File: config.mk
export PLATFORM = sky130hd
export DESIGN_NAME = seg_count_monitor_flat
export DESIGN_NICKNAME = d
export VERILOG_FILES = /design/src/rtl/seg_count_monitor_if.sv /design/src/rtl/seg_count_monitor.sv /design/src/flat_wrapper.sv
export SDC_FILE = /design/constraint.sdc
export NUM_CORES = 1
export LEC_CHECK = 0
export ABC_CLOCK_PERIOD_IN_PS = 12820
export CORE_ASPECT_RATIO = 1.5
export CORE_MARGIN = 4
export CORE_UTILIZATION = 61
export CTS_CLUSTER_DIAMETER = 40
export DETAILED_ROUTE_END_ITERATION = 8
export MAX_ROUTING_LAYER = met4
export PLACE_DENSITY = 0.92
export SYNTH_ARGS = -nofsm -noshare
export SYNTH_HDL_FRONTEND = slang
export SYNTH_SLANG_ARGS = --single-unit
File: constraint.sdc
create_clock -name clk_in -period 12.82 [get_ports clk_in]
set_input_delay 3.205 -clock clk_in [delete_from_list [all_inputs] [get_ports clk_in]]
set_output_delay 3.205 -clock clk_in [all_outputs]
set_load 0.01 [all_outputs]
File: src/rtl/seg_count_monitor_if.sv
// rtl/seg_count_monitor_if.sv - display readback and monitor result bundle
// The timer side drives the segment buses and err_clr; the monitor returns decoded status.
interface seg_count_monitor_if #(
  parameter int CNT_W = 16
);
  logic [8:0]       segment_led_1;
  logic [8:0]       segment_led_2;
  logic             err_clr;
  logic [3:0]       value_tens;
  logic [3:0]       value_units;
  logic             value_valid;
  logic             step_pulse;
  logic             wrap_pulse;
  logic             restart_pulse;
  logic             decode_error;
  logic             seq_error;
  logic [CNT_W-1:0] step_count;

  modport master (
    output segment_led_1, segment_led_2, err_clr,
    input  value_tens, value_units, value_valid, step_pulse, wrap_pulse,
           restart_pulse, decode_error, seq_error, step_count
  );

  modport slave (
    input  segment_led_1, segment_led_2, err_clr,
    output value_tens, value_units, value_valid, step_pulse, wrap_pulse,
           restart_pulse, decode_error, seq_error, step_count
  );
endinterface

File: src/rtl/seg_count_monitor.sv
// rtl/seg_count_monitor.sv - seven-segment readback decoder and count sequence checker
// Filters the two digit buses for stability, decodes them and checks for +1/wrap/restart steps.
module seg_count_monitor #(
  parameter int STABLE_CYCLES = 2,
  parameter int MAX_VALUE     = 59,
  parameter int CNT_W         = 16
) (
  input logic               clk_in,
  input logic               rst_n_in,
  seg_count_monitor_if.slave mon
);

  typedef enum logic [1:0] {WAIT_FIRST, TRACK, FAULT} state_e;

  localparam logic [3:0] STAB_LAST = 4'(STABLE_CYCLES - 1);
  localparam logic [6:0] MAX_V     = 7'(MAX_VALUE);
  localparam logic [6:0] MAX_TENS  = 7'(MAX_VALUE / 10);

  state_e           state_q, state_d;
  logic [17:0]      sample_q, sample_d;
  logic [17:0]      last_q, last_d;
  logic [3:0]       stab_q, stab_d;
  logic [3:0]       tens_q, tens_d;
  logic [3:0]       units_q, units_d;
  logic             valid_q, valid_d;
  logic             step_q, step_d;
  logic             wrap_q, wrap_d;
  logic             restart_q, restart_d;
  logic             dec_err_q, dec_err_d;
  logic             seq_err_q, seq_err_d;
  logic [CNT_W-1:0] count_q, count_d;

  logic [17:0] in_pat;
  logic [4:0]  dec_t, dec_u;
  logic [6:0]  new_val, old_val;
  logic        pat_ok, accept, is_step, is_wrap, is_restart;

  // Returns {decodable, digit}; a blanked digit (SEG high) is never decodable.
  function automatic logic [4:0] seg_decode(input logic [8:0] seg);
    logic [4:0] r;
    r = 5'h00;
    if (!seg[8]) begin
      case (seg[6:0])
        7'h3F: r = {1'b1, 4'd0};
        7'h06: r = {1'b1, 4'd1};
        7'h5B: r = {1'b1, 4'd2};
        7'h4F: r = {1'b1, 4'd3};
        7'h66: r = {1'b1, 4'd4};
        7'h6D: r = {1'b1, 4'd5};
        7'h7D: r = {1'b1, 4'd6};
        7'h07: r = {1'b1, 4'd7};
        7'h7F: r = {1'b1, 4'd8};
        7'h6F: r = {1'b1, 4'd9};
        default: r = 5'h00;
      endcase
    end
    return r;
  endfunction

  assign in_pat = {mon.segment_led_1, mon.segment_led_2};

  always_comb begin
    dec_t      = seg_decode(sample_q[17:9]);
    dec_u      = seg_decode(sample_q[8:0]);
    new_val    = {3'b000, dec_t[3:0]} * 7'd10 + {3'b000, dec_u[3:0]};
    old_val    = {3'b000, tens_q} * 7'd10 + {3'b000, units_q};
    pat_ok     = dec_t[4] && dec_u[4] && ({3'b000, dec_t[3:0]} <= MAX_TENS) && (new_val <= MAX_V);
    accept     = (stab_q == STAB_LAST) && (sample_q != last_q);
    is_wrap    = (old_val == MAX_V) && (new_val == 7'd0);
    is_step    = (old_val < MAX_V) && (new_val == old_val + 7'd1);
    is_restart = (new_val == 7'd0) && (old_val != MAX_V);
  end

  // Stability filter; a pattern discarded by err_clr does not become last-accepted.
  always_comb begin
    sample_d = in_pat;
    stab_d   = 4'd0;
    if (in_pat == sample_q) begin
      stab_d = (stab_q == 4'hF) ? stab_q : stab_q + 4'd1;
    end
    last_d = last_q;
    if (accept && !mon.err_clr) begin
      last_d = sample_q;
    end
  end

  always_comb begin
    state_d = state_q;
    if (mon.err_clr) begin
      state_d = WAIT_FIRST;
    end else if (accept && pat_ok) begin
      case (state_q)
        WAIT_FIRST: state_d = TRACK;
        TRACK:      if (!(is_step || is_wrap || is_restart)) state_d = FAULT;
        default:    state_d = state_q;
      endcase
    end
  end

  always_comb begin
    tens_d    = tens_q;
    units_d   = units_q;
    valid_d   = valid_q;
    seq_err_d = seq_err_q;
    step_d    = 1'b0;
    wrap_d    = 1'b0;
    restart_d = 1'b0;
    dec_err_d = 1'b0;
    if (mon.err_clr) begin
      valid_d   = 1'b0;
      seq_err_d = 1'b0;
    end else if (accept) begin
      if (!pat_ok) begin
        dec_err_d = 1'b1;
      end else begin
        tens_d  = dec_t[3:0];
        units_d = dec_u[3:0];
        case (state_q)
          WAIT_FIRST: valid_d = 1'b1;
          TRACK: begin
            if (is_wrap) begin
              step_d = 1'b1;
              wrap_d = 1'b1;
            end else if (is_step) begin
              step_d = 1'b1;
            end else if (is_restart) begin
              restart_d = 1'b1;
            end else begin
              seq_err_d = 1'b1;
            end
          end
          default: ;
        endcase
      end
    end
    count_d = (step_d && (count_q != {CNT_W{1'b1}})) ? count_q + CNT_W'(1) : count_q;
  end

  always_ff @(posedge clk_in or negedge rst_n_in) begin
    if (!rst_n_in) begin
      state_q   <= WAIT_FIRST;
      sample_q  <= '1;
      last_q    <= '1;
      stab_q    <= 4'd0;
      tens_q    <= 4'd0;
      units_q   <= 4'd0;
      valid_q   <= 1'b0;
      step_q    <= 1'b0;
      wrap_q    <= 1'b0;
      restart_q <= 1'b0;
      dec_err_q <= 1'b0;
      seq_err_q <= 1'b0;
      count_q   <= '0;
    end else begin
      state_q   <= state_d;
      sample_q  <= sample_d;
      last_q    <= last_d;
      stab_q    <= stab_d;
      tens_q    <= tens_d;
      units_q   <= units_d;
      valid_q   <= valid_d;
      step_q    <= step_d;
      wrap_q    <= wrap_d;
      restart_q <= restart_d;
      dec_err_q <= dec_err_d;
      seq_err_q <= seq_err_d;
      count_q   <= count_d;
    end
  end

  assign mon.value_tens    = tens_q;
  assign mon.value_units   = units_q;
  assign mon.value_valid   = valid_q;
  assign mon.step_pulse    = step_q;
  assign mon.wrap_pulse    = wrap_q;
  assign mon.restart_pulse = restart_q;
  assign mon.decode_error  = dec_err_q;
  assign mon.seq_error     = seq_err_q;
  assign mon.step_count    = count_q;

endmodule

File: src/flat_wrapper.sv
// flat-port wrapper written by rule: the top's interface ports become plain ports
module seg_count_monitor_flat 
#(
  parameter int STABLE_CYCLES = 2,
  parameter int MAX_VALUE     = 59,
  parameter int CNT_W         = 16
)
  (clk_in, rst_n_in, mon_segment_led_1, mon_segment_led_2, mon_err_clr, mon_value_tens, mon_value_units, mon_value_valid, mon_step_pulse, mon_wrap_pulse, mon_restart_pulse, mon_decode_error, mon_seq_error, mon_step_count);
  seg_count_monitor_if #(.CNT_W(CNT_W)) mon_i ();
  input logic clk_in;
  input logic rst_n_in;
  input wire logic [$bits(mon_i.segment_led_1)-1:0] mon_segment_led_1;
  input wire logic [$bits(mon_i.segment_led_2)-1:0] mon_segment_led_2;
  input wire logic [$bits(mon_i.err_clr)-1:0] mon_err_clr;
  output wire logic [$bits(mon_i.value_tens)-1:0] mon_value_tens;
  output wire logic [$bits(mon_i.value_units)-1:0] mon_value_units;
  output wire logic [$bits(mon_i.value_valid)-1:0] mon_value_valid;
  output wire logic [$bits(mon_i.step_pulse)-1:0] mon_step_pulse;
  output wire logic [$bits(mon_i.wrap_pulse)-1:0] mon_wrap_pulse;
  output wire logic [$bits(mon_i.restart_pulse)-1:0] mon_restart_pulse;
  output wire logic [$bits(mon_i.decode_error)-1:0] mon_decode_error;
  output wire logic [$bits(mon_i.seq_error)-1:0] mon_seq_error;
  output wire logic [$bits(mon_i.step_count)-1:0] mon_step_count;
  assign mon_i.segment_led_1 = mon_segment_led_1;
  assign mon_i.segment_led_2 = mon_segment_led_2;
  assign mon_i.err_clr = mon_err_clr;
  assign mon_value_tens = mon_i.value_tens;
  assign mon_value_units = mon_i.value_units;
  assign mon_value_valid = mon_i.value_valid;
  assign mon_step_pulse = mon_i.step_pulse;
  assign mon_wrap_pulse = mon_i.wrap_pulse;
  assign mon_restart_pulse = mon_i.restart_pulse;
  assign mon_decode_error = mon_i.decode_error;
  assign mon_seq_error = mon_i.seq_error;
  assign mon_step_count = mon_i.step_count;
  seg_count_monitor #(.STABLE_CYCLES(STABLE_CYCLES), .MAX_VALUE(MAX_VALUE), .CNT_W(CNT_W)) u_core (.clk_in(clk_in), .rst_n_in(rst_n_in), .mon(mon_i));
endmodule
==> summary.md <==
| Metric | Value |
|---|---|
| DRC Markers | 0 |
| Reg power frac | 53.6% |
| Largest net degree at the start of global routing | 73 |
| Final HPWL DP | 6.70 mm |
| Setup crit end kind | flop |
| Slew @ Worst Pin | 867 ps |
| Kind of critical path | reg -> reg |
| Pins Over Slew Limit | 0 |
| Commonest cells after routing, fill and taps aside | 49 x clkdlybuf4s50_1, 39 x xor2_1, 36 x dfstp_2, 36 x dfrtp_1, 34 x xnor2_1 |
| Clock Sinks | 72 |
| RSZ-0062 raised after global routing | false |
| Core ar. | 6850 um^2 |
| Top FF cell, synth | dfstp_2 |
| CTS root buf | clkbuf_8 |
| Detail Route Antenna Nets | 0 |
| Power Dens Cells | 89.8 nW/um^2 |
| Area growth syn-to-layout | 16.3% |
| Post-CTS setup buffer count | 0 |
| Fin cells | 521 |
| Die ar. | 8500 um^2 |
| Max frequency | 181 MHz |
| Max_cap viols | 0 |
| Final Hold Fails | 0 |
| Post-cts resize count | 0 |
| Final TNS setup | 0 ps |
| Congestion Overflow GR | 0 |
| CTS Hold Buffers Added | 0 |
| Path type of the worst min-delay path | reg -> reg |
| Fin nets | 479 |
| Data arrival, critical path | 5760 ps |
| Initial core utilization | 62.9% |
| Sequential share of the synthesized area | 42.8% |
| Post-synth EDFFs | 0 |
| Vias in the first global route | 3248 |
| Required time of the critical path | 13070 ps |
| Clock Power Share | 40.0% |
| Asr flop ratio synth | 100% |
| Initial antenna violation count | 0 |
| Syn_nets | 434 |
| Detailed Route Iter0 Violations | 133 |
| Mapped Avg Cell Area | 11.0 um^2 |
| Commonest non-fill, non-tap cell in the layout | clkdlybuf4s50_1 |
| Vias post-DR | 3112 |
| Clk Latency, worst-skew pair | 360 ps |
| Sw Pwr | 0.000108 W |
| Maximum clock path buffer count | 2 |
| Fin crit period | 5510 ps |
| Gpl congestion | 0.835 |
| Fill cell count | 474 |
| Synth Instances | 393 |
| Die height | 111 um |
| Drt wl/cell | 17.0 um |
| Final Cycle Share | 43.0% |
| Syn Std Cell Area | 4310 um^2 |
| Num CTS Buffers | 9 |
| Maximum vdd drop | 0.107 mV |
| Vias per cell | 5.97 |
| GRT Overall Usage | 23.0% |
| PortBufs | 50 |
| CP Launch Type | flop |
| CTS tree | yes |
| Worst-path clk slew | 80 ps |
| Slew HR | 42.2% |
| Setup Skew | 16.0 ps |
| Die Span X | 76.6 um |
| Layout cells sized above 1 | 22.8% |
| Final setup fails | 0 |
| Pleak | 2.16 nW |
| # rows | 37 |
| IO Pins | 51 |
| Int Pwr | 0.000342 W |
| Inserted Diodes | 0 |
| Routed WL | 8.85 mm |
| Outcome | finished clean |
| First-pass GRT wire length | 15.2 mm |
| Worst-path fanout max | 10 |
| Yosys warns | 0 |
| Synth unique cells | 62 |
| CTS H-tree depth | 3 |
| Placed Instances | 505 |
| #FFs+latches synth | 72 |
| Sw frac | 24.0% |
| Comb power frac | 6.4% |
| Drt pass-1 iters | 5 |
-- power groups by stage --
stage | Clock [W] | Sequential [W] | Combinational (W)
detailed placement | 0 | 0.000245 | 0.0000293
floorplan | 0 | 0.000237 | 0.0000213
global route | 0.000194 | 0.000242 | 0.0000320
finish | 0.000180 | 0.000241 | 0.0000290
global placement | 0 | 0.000245 | 0.0000284
CTS | 0.000182 | 0.000241 | 0.0000297
-- cells by family after synthesis --
| group | count (synthesis) | share of synthesized area [%] |
|---|---|---|
| and+or+nand+nor | 133 | 18.3 |
| xor gates and xnor gates | 74 | 15.4 |
| DFF | 72 | 42.8 |
| AOI/OAI and AO/OA | 35 | 6.07 |
| buffers and inverters | 30 | 3.40 |
| muxes | 29 | 7.58 |
| adders and majority gates | 20 | 6.50 |
-- final cells by class --
| class | count | area [um^2] | area share (%) |
|---|---|---|---|
| Clock buffer | 11 | 141 | 2.82 |
| Clock inverter | 5 | 56.3 | 1.12 |
| Inverter | 12 | 45.0 | 0.898 |
| Multi-Input combinational cell | 291 | 2320 | 46.2 |
| Sequential cell | 72 | 1850 | 36.8 |
| Tap cell | 78 | 97.6 | 1.95 |
| Timing Repair Buffer | 52 | 510 | 10.2 |
-- state kept, by name (all words and copies together), names as in the netlist, 2 cells and up --
register / count
u_core.last_q: 18
u_core.mon.value_units: 4
u_core.sample_q: 18
u_core.state_q: 2
u_core.mon.step_count: 16
u_core.stab_q: 4
u_core.mon.value_tens: 4
-- per-layer routing --
layer  track usage, %  vias to the layer above  share of wire (%)  wire, um
li1                 -                     1464                  -         -
met1             24.1                     1542                 38      3350
met2             39.6                       79                 55      4830
met3             5.28                       27                3.9       342
met4             12.8                        0                3.7       325
met5                -                        -                  0         0
-- worst paths after layout --
kind	start	to	slack [ps]	cells after the start
setup / recovery	u_core.sample_q[10]	u_core.mon.step_count[6]	7310	18
hold / removal	u_core.mon.value_valid	u_core.mon.value_valid	490	1
setup reg to reg	u_core.sample_q[10]	u_core.mon.step_count[6]	7310	18
hold reg to reg	u_core.mon.value_valid	u_core.mon.value_valid	490	1
max in group asynchronous	rst_n_in	u_core.mon.value_tens[1]	9200	2
min in group asynchronous	rst_n_in	u_core.mon.step_count[10]	3040	2
-- critical path, cell delays in order (launching register included) --
cell,delay [ps]
dfstp_2,630
nor4b_1,400
o21ai_0,160
a21boi_1,230
a211oi_1,130
or2_2,340
o21ba_2,320
ha_1,250
ha_1,200
inv_1,60
fa_1,450
nor2b_1,220
a32oi_1,150
or4_1,500
nor4_1,360
and2b_1,260
nor2_1,70
nor4_1,320
mux2_1,350
-- Yosys cell counts, types with 2 or more instances --
cell type  number  share of area (%)
a211oi_1        3               0.52
a21o_1          2               0.35
a21oi_1         7               0.81
a31oi_1         2               0.29
and2_1          2               0.29
and2b_1         2               0.35
and3_1          5               0.73
buf_2          12                1.4
buf_6           2               0.52
clkbuf_1        2               0.17
dfrtp_1        36                 21
dfstp_2        36                 22
fa_1            4                1.9
ha_1           16                4.6
inv_1          12                1.0
mux2_2         24                6.3
mux2i_1         3               0.70
nand2_1        17                1.5
nand2b_1        4               0.58
nand3_1        18                2.1
nand3b_1        2               0.35
nand4_1         7                1.0
nand4b_1        2               0.41
nor2_1         18                1.6
nor2_2          9                1.3
nor2b_1         4               0.58
nor3_1         15                1.7
nor3b_1         3               0.52
nor4_1          9                1.3
nor4_4          2               0.99
nor4b_1         2               0.41
o21ai_0         6               0.70
or2_2           2               0.29
or3_1           2               0.29
or4_1           3               0.52
xnor2_1        34                6.9
xor2_1         39                7.9
-- per-stage QoR --
step	hold slack (ps)	utilization [%]	setup slack, ps	total power, W	instance area [um^2]
floorplan	507	-	7870	0.000259	4310
global placement	469	70.3	7530	0.000273	4820
detailed placement	480	70.3	7390	0.000274	4820
CTS	498	73.2	7330	0.000453	5010
global route	530	73.2	6930	0.000468	5010
finish	494	73.2	7310	0.000450	5010
Power figures use the tool's default switching activity.
